## config.mk

```make
export PLATFORM = sky130hd
export DESIGN_NAME = au_scheduler
export DESIGN_NICKNAME = d
export VERILOG_FILES = /design/src/rtl/au_sched_pkg.sv /design/src/rtl/au_datapath.sv /design/src/rtl/au_scheduler.sv
export SDC_FILE = /design/constraint.sdc
export NUM_CORES = 1
export LEC_CHECK = 0
export CAP_MARGIN = 5
export CORE_ASPECT_RATIO = 1.1
export CORE_UTILIZATION = 41
export DETAILED_ROUTE_END_ITERATION = 16
export PLACE_DENSITY_LB_ADDON = 0.3
export SETUP_SLACK_MARGIN = 0.05
export SYNTH_ARGS = -nofsm -noshare
export SYNTH_HDL_FRONTEND = slang
export SYNTH_SLANG_ARGS = --single-unit
```

## constraint.sdc

```tcl
create_clock -name clk -period 2.1 [get_ports clk]
set_clock_uncertainty 0.05 [all_clocks]
set_input_delay 0.42 -clock clk [delete_from_list [all_inputs] [get_ports clk]]
set_output_delay 0.42 -clock clk [all_outputs]
set_load 0.05 [all_outputs]
```

## src/rtl/au_sched_pkg.sv

```systemverilog
// Shared types and constants for the two-requester add/subtract scheduler.
// The build option AU_SCHED_FIXED_PRIO_EN is consumed by au_scheduler, not here.
package au_sched_pkg;

  typedef enum logic [1:0] {
    IDLE = 2'd0,
    EXEC = 2'd1,
    RESP = 2'd2
  } state_t;

  localparam logic OP_ADD = 1'b1;
  localparam logic OP_SUB = 1'b0;

  localparam logic REQ0 = 1'b0;
  localparam logic REQ1 = 1'b1;

  // Registered status flags travelling with a result
  typedef struct packed {
    logic co;
    logic ovf;
    logic n;
    logic z;
  } au_flags_t;

  // Round-robin tie-break: the requester that did not win last time
  function automatic logic rr_pick(input logic last_grant);
    return (last_grant == REQ0) ? REQ1 : REQ0;
  endfunction

endpackage

```

## src/rtl/au_datapath.sv

```systemverilog
// Combinational W-bit add/subtract with carry, signed overflow, negative and zero.
// Subtraction adds the two's complement of B, so B = 0 yields no carry.
module au_datapath
  import au_sched_pkg::*;
#(
  parameter int unsigned W = 4
) (
  input  logic [W-1:0] a,
  input  logic [W-1:0] b,
  input  logic         op,
  output logic [W-1:0] out,
  output logic         co,
  output logic         ovf,
  output logic         n,
  output logic         z
);

  logic [W-1:0] t;
  logic [W:0]   sum;

  always_comb begin
    t   = (op == OP_ADD) ? b : W'(~b + W'(1));
    sum = {1'b0, a} + {1'b0, t};
  end

  assign out = sum[W-1:0];
  assign co  = sum[W];
  assign n   = sum[W-1];
  assign z   = (sum[W-1:0] == '0);

  // Overflow compares operand signs against the result sign
  always_comb begin
    if (op == OP_ADD) begin
      ovf = (a[W-1] == b[W-1]) && (sum[W-1] != a[W-1]);
    end else begin
      ovf = (a[W-1] != b[W-1]) && (sum[W-1] != a[W-1]);
    end
  end

endmodule

```

## src/rtl/au_scheduler.sv

```systemverilog
// Round-robin scheduler for two operand streams feeding one add/subtract unit.
// Define AU_SCHED_FIXED_PRIO_EN to make requester 0 win every tie.
module au_scheduler
  import au_sched_pkg::*;
#(
  parameter int unsigned W = 4
) (
  input  logic         clk,
  input  logic         rst_n,
  input  logic         req0_valid,
  output logic         req0_ready,
  input  logic [W-1:0] req0_a,
  input  logic [W-1:0] req0_b,
  input  logic         req0_op,
  input  logic         req1_valid,
  output logic         req1_ready,
  input  logic [W-1:0] req1_a,
  input  logic [W-1:0] req1_b,
  input  logic         req1_op,
  output logic         rsp_valid,
  input  logic         rsp_ready,
  output logic         rsp_id,
  output logic [W-1:0] rsp_out,
  output logic         rsp_co,
  output logic         rsp_ovf,
  output logic         rsp_n,
  output logic         rsp_z
);

  state_t       state_q, state_d;
  logic [W-1:0] a_q, b_q;
  logic         op_q, id_q, last_q;
  logic         grant_vld_c, grant_id_c, accept_c;
  au_flags_t    flags_q;

  logic [W-1:0] dp_out;
  logic         dp_co, dp_ovf, dp_n, dp_z;

  // Winner selection; only meaningful while IDLE
  always_comb begin
    grant_vld_c = req0_valid | req1_valid;
    grant_id_c  = REQ0;
    if (req0_valid && req1_valid) begin
`ifdef AU_SCHED_FIXED_PRIO_EN
      grant_id_c = REQ0;
`else
      grant_id_c = rr_pick(last_q);
`endif
    end else if (req1_valid) begin
      grant_id_c = REQ1;
    end
  end

  // Next state and readies; readies never look at rsp_ready
  always_comb begin
    state_d    = state_q;
    accept_c   = 1'b0;
    req0_ready = 1'b0;
    req1_ready = 1'b0;
    case (state_q)
      IDLE: begin
        if (rst_n && grant_vld_c) begin
          accept_c   = 1'b1;
          req0_ready = (grant_id_c == REQ0);
          req1_ready = (grant_id_c == REQ1);
          state_d    = EXEC;
        end
      end
      EXEC: state_d = RESP;
      RESP: begin
        if (rsp_ready) begin
          state_d = IDLE;
        end
      end
      default: state_d = IDLE;
    endcase
  end

  // State, latched operands and registered response
  always_ff @(posedge clk) begin
    if (!rst_n) begin
      state_q   <= IDLE;
      last_q    <= REQ1;
      a_q       <= '0;
      b_q       <= '0;
      op_q      <= OP_SUB;
      id_q      <= REQ0;
      rsp_valid <= 1'b0;
      rsp_id    <= REQ0;
      rsp_out   <= '0;
      flags_q   <= '0;
    end else begin
      state_q <= state_d;
      if (accept_c) begin
        last_q <= grant_id_c;
        id_q   <= grant_id_c;
        a_q    <= (grant_id_c == REQ0) ? req0_a  : req1_a;
        b_q    <= (grant_id_c == REQ0) ? req0_b  : req1_b;
        op_q   <= (grant_id_c == REQ0) ? req0_op : req1_op;
      end
      if (state_q == EXEC) begin
        rsp_valid <= 1'b1;
        rsp_id    <= id_q;
        rsp_out   <= dp_out;
        flags_q   <= '{co: dp_co, ovf: dp_ovf, n: dp_n, z: dp_z};
      end else if (state_q == RESP && rsp_ready) begin
        rsp_valid <= 1'b0;
      end
    end
  end

  assign rsp_co  = flags_q.co;
  assign rsp_ovf = flags_q.ovf;
  assign rsp_n   = flags_q.n;
  assign rsp_z   = flags_q.z;

  au_datapath #(.W(W)) u_datapath (
    .a   (a_q),
    .b   (b_q),
    .op  (op_q),
    .out (dp_out),
    .co  (dp_co),
    .ovf (dp_ovf),
    .n   (dp_n),
    .z   (dp_z)
  );

endmodule

```

==> out/results.ini, run 1 <==
[drt]
drc=0
vias=1065
antenna_left=0
met2_length_um=1530
wl_met1_um=1190
viasPerCell=5.30
wl_met3_um=109
finalWirelength_um=2930
routedWlPerCell_um=14.6
top_layer_used=met4
first_pass_iters=4
initialDrtViolationCount=22

[cts]
cts_sinks=22
numCtsBuffers=3
cts_max_path_buffers=2
path_clk_slew_ps=120
htree_levels=1
tritoncts=done
clkLatencyLatePin_ps=320
clockRootBuffer=clkbuf_4

[timing]
rsz0062_at_grt=yes
tns_ps=-141
fmax_mhz=446
timing.final.ws_setup_ps=-141
slew_violations=0
worst_slew_pin_slew_ps=632
fin_crit_ps=2240
maxSlewHeadroom_pct=57.8
hold_viol=0
fin_crit_sh_pct=107
setup_violations=1

[global_routing]
overflow=0
grt_usage_pct=21.4
grt_pass1_wl_um=4590
grt_max_degree=22
grt_pass1_vias=1092
antenna_found_initial=0

[yosys]
yosys.area_share.simple_pct=16.2
syn_inst=122
syn-num-nets=152
synth_mux_area_share_pct=8.90
synth_adder_area_share_pct=8.35
ys_warn_count=0
synth_seq_cells=22
syn-cell-area_um2=1140
synth_top_family_by_area=compound AO/OA/AOI/OAI gates
synth_compound_area_share_pct=20.3
syn_avg_cell_area_um2=9.33
yosysUniqueCellTypes=31
seq_area_frac_synth_pct=38.7
synth_xor_area_share_pct=3.08

[final_layout]
drive_above_1_share_pct=26.5
instances_no_fill=201
final_common_cell=clkdlybuf4s50_1
post-route-cell-area_um2=1830
areaGrowthSynthToFinish_pct=61.0
final_util_pct=71.4
layout_common_cells=29 x clkdlybuf4s50_1, 20 x nand2_1, 20 x dfxtp_1
diodes=0
nNetsFinal=201
fillCellCount=188

[pwr]
switching_share_pct=34.3
p_per_area_nw_per_um2=712
p_sw_uw=448
p_int_uw=857
p_clk_share_pct=18.4
power.share.sequential_pct=38.1
irDropWorstVdd_uv=510
total_leakage_power_uw=0.000824
pwr-share-comb_pct=43.5
power_uw=1310

[placement]
dpl.hpwl_um=1980
post_dp_cell_area_um2=1620
port_buffers=34
place_congestion=0.762
place_inst=193

[hold_path]
hold_path_class=flip-flop to flip-flop

[floorplan]
rows=19
ioPinCount=35
fp.dieH_um=57.3
die_area_um2=2990
chipWidth_um=52.2
coreArea_um2=2570
start_util_pct=44.3

[critical_path]
worst-setup-path-type=flip-flop to flip-flop
critPathMostFrequentCell=ha_4
r2r_slack_ps=-140
slowest_delay_ps=480
endpoint=rsp_ovf
crit_path_end_kind=flip-flop
worstPathCellList=inv_2, ha_4, mux2_4, ha_4, nand3_4, and3b_2, or4_4, a31oi_1
start_kind=flip-flop
worst-endpoint-arrival_ps=2450
cp.required_ps=2310
cp-startpoint=b_q[1]
crit_family=simple AND/OR/NAND/NOR gates
timing.rr.start=b_q[1]
r2r-end=rsp_ovf
critPathMaxFanout=2
path_depth=8
crit_slowest_cell=or4_4
timing.critical_path.buf_inv=1
reg2regPathDepth=8

[run_status]
status=complete, but fails checks
violations=setup timing

[job]
drv_cap=0

[routing by layer]
metal | up-vias | global-route usage, %
met5 | - | 0
met4 | 0 | 11.3
met3 | 8 | 4.27
met2 | 29 | 39.0
met1 | 503 | 22.4
li1 | 525 | -
[Yosys cell counts, drive strengths merged]
cell type	instances	area [um^2]
nor3	3	15.0
nand3	2	10.0
nor2b	2	12.5
o21ai	3	15.0
and2	1	6.26
clkbuf	3	11.3
nand2	20	75.1
inv	4	15.0
fa	1	20.0
nor4b	1	15.0
a21boi	7	52.6
a21o	1	7.51
o211ai	2	15.0
nor2	4	15.0
mux2	1	11.3
nand2b	3	18.8
xor2	2	17.5
a31oi	1	6.26
dfxtp	22	440
buf	4	25.0
ha	6	75.1
a21oi	4	20.0
o211a	10	100
xnor2	2	17.5
o21a	1	7.51
mux2i	9	90.1
o31ai	1	7.51
and3b	1	8.76
or4	1	7.51
[flip-flops by register name, indices dropped and copies added (netlist names)]
signal and cells:
a_q 4, b_q 4, id_q 1, last_q 1
op_q 1, rsp_co 1, rsp_id 1, rsp_out 4
rsp_ovf 1, rsp_valid 1, rsp_z 1, state_q 2
[area by class of cell]
type | count | area, um^2 | share of cell area (%)
clock buffer | 4 | 36.3 | 1.98
sequential | 22 | 443 | 24.2
inverter | 4 | 15.0 | 0.819
multi-input combinational | 89 | 796 | 43.4
tap | 31 | 38.8 | 2.12
timing repair buffer | 51 | 504 | 27.5
[logic make-up after synthesis]
group | after synthesis
xor+xnor | 4
compound gates | 30
simple gates | 38
mux | 10
flops | 22
buf+inv | 11
fa+ha+maj | 7
[stage by stage]
stage	hold slack [ps]	worst slack, ps
final	415	-141
after global routing	452	-183
after CTS	414	-108
after detailed placement	409	-235
after global placement	401	-32.6
after floorplan	391	-61.6
[worst min-delay path by stage]
stage | startpoint | to | slack, ps | depth (start not counted)
floorplan | id_q | rsp_id | 390 | 2
global placement | rsp_id | rsp_id | 400 | 2
detailed placement | rsp_z | rsp_z | 410 | 2
CTS | rsp_z | rsp_z | 410 | 2
global route | rsp_z | rsp_z | 450 | 2
finish | rsp_z | rsp_z | 420 | 2
[power by group through the flow]
stage	registers, uW	logic, uW	clock network, uW
6_report	497	568	240
5_1_grt	503	606	265
4_1_cts	494	494	239
3_5_place_dp	499	436	0
3_3_place_gp	495	420	0
2_1_floorplan	547	206	0
[worst reg2reg max path: stages, from the launching register on]
cell     delay [ps]
dfxtp_2         350
inv_2            40
ha_4            220
mux2_4          300
ha_4            280
nand3_4          70
and3b_2         220
or4_4           480
a31oi_1         160
[what timing repair did]
action / CTS / global route
buffers inserted: 5 / 2
hold buffers: 0 / 0
gates resized for setup: 19 / 10
pin swaps: 12 / 10
setup endpoints to repair: 7 / 5
Power figures use the tool's default switching activity.
==> run 2: changes to the inputs <==
--- a/config.mk
+++ b/config.mk
@@ -5,6 +5,7 @@
 export SDC_FILE = /design/constraint.sdc
 export NUM_CORES = 1
 export LEC_CHECK = 0
+export ABC_CLOCK_PERIOD_IN_PS = 2100
 export CAP_MARGIN = 5
 export CORE_ASPECT_RATIO = 1.1
 export CORE_UTILIZATION = 41
==> results of run 2 <==
Same layout as run 1: the final DEF is identical, and so are final timing and power.
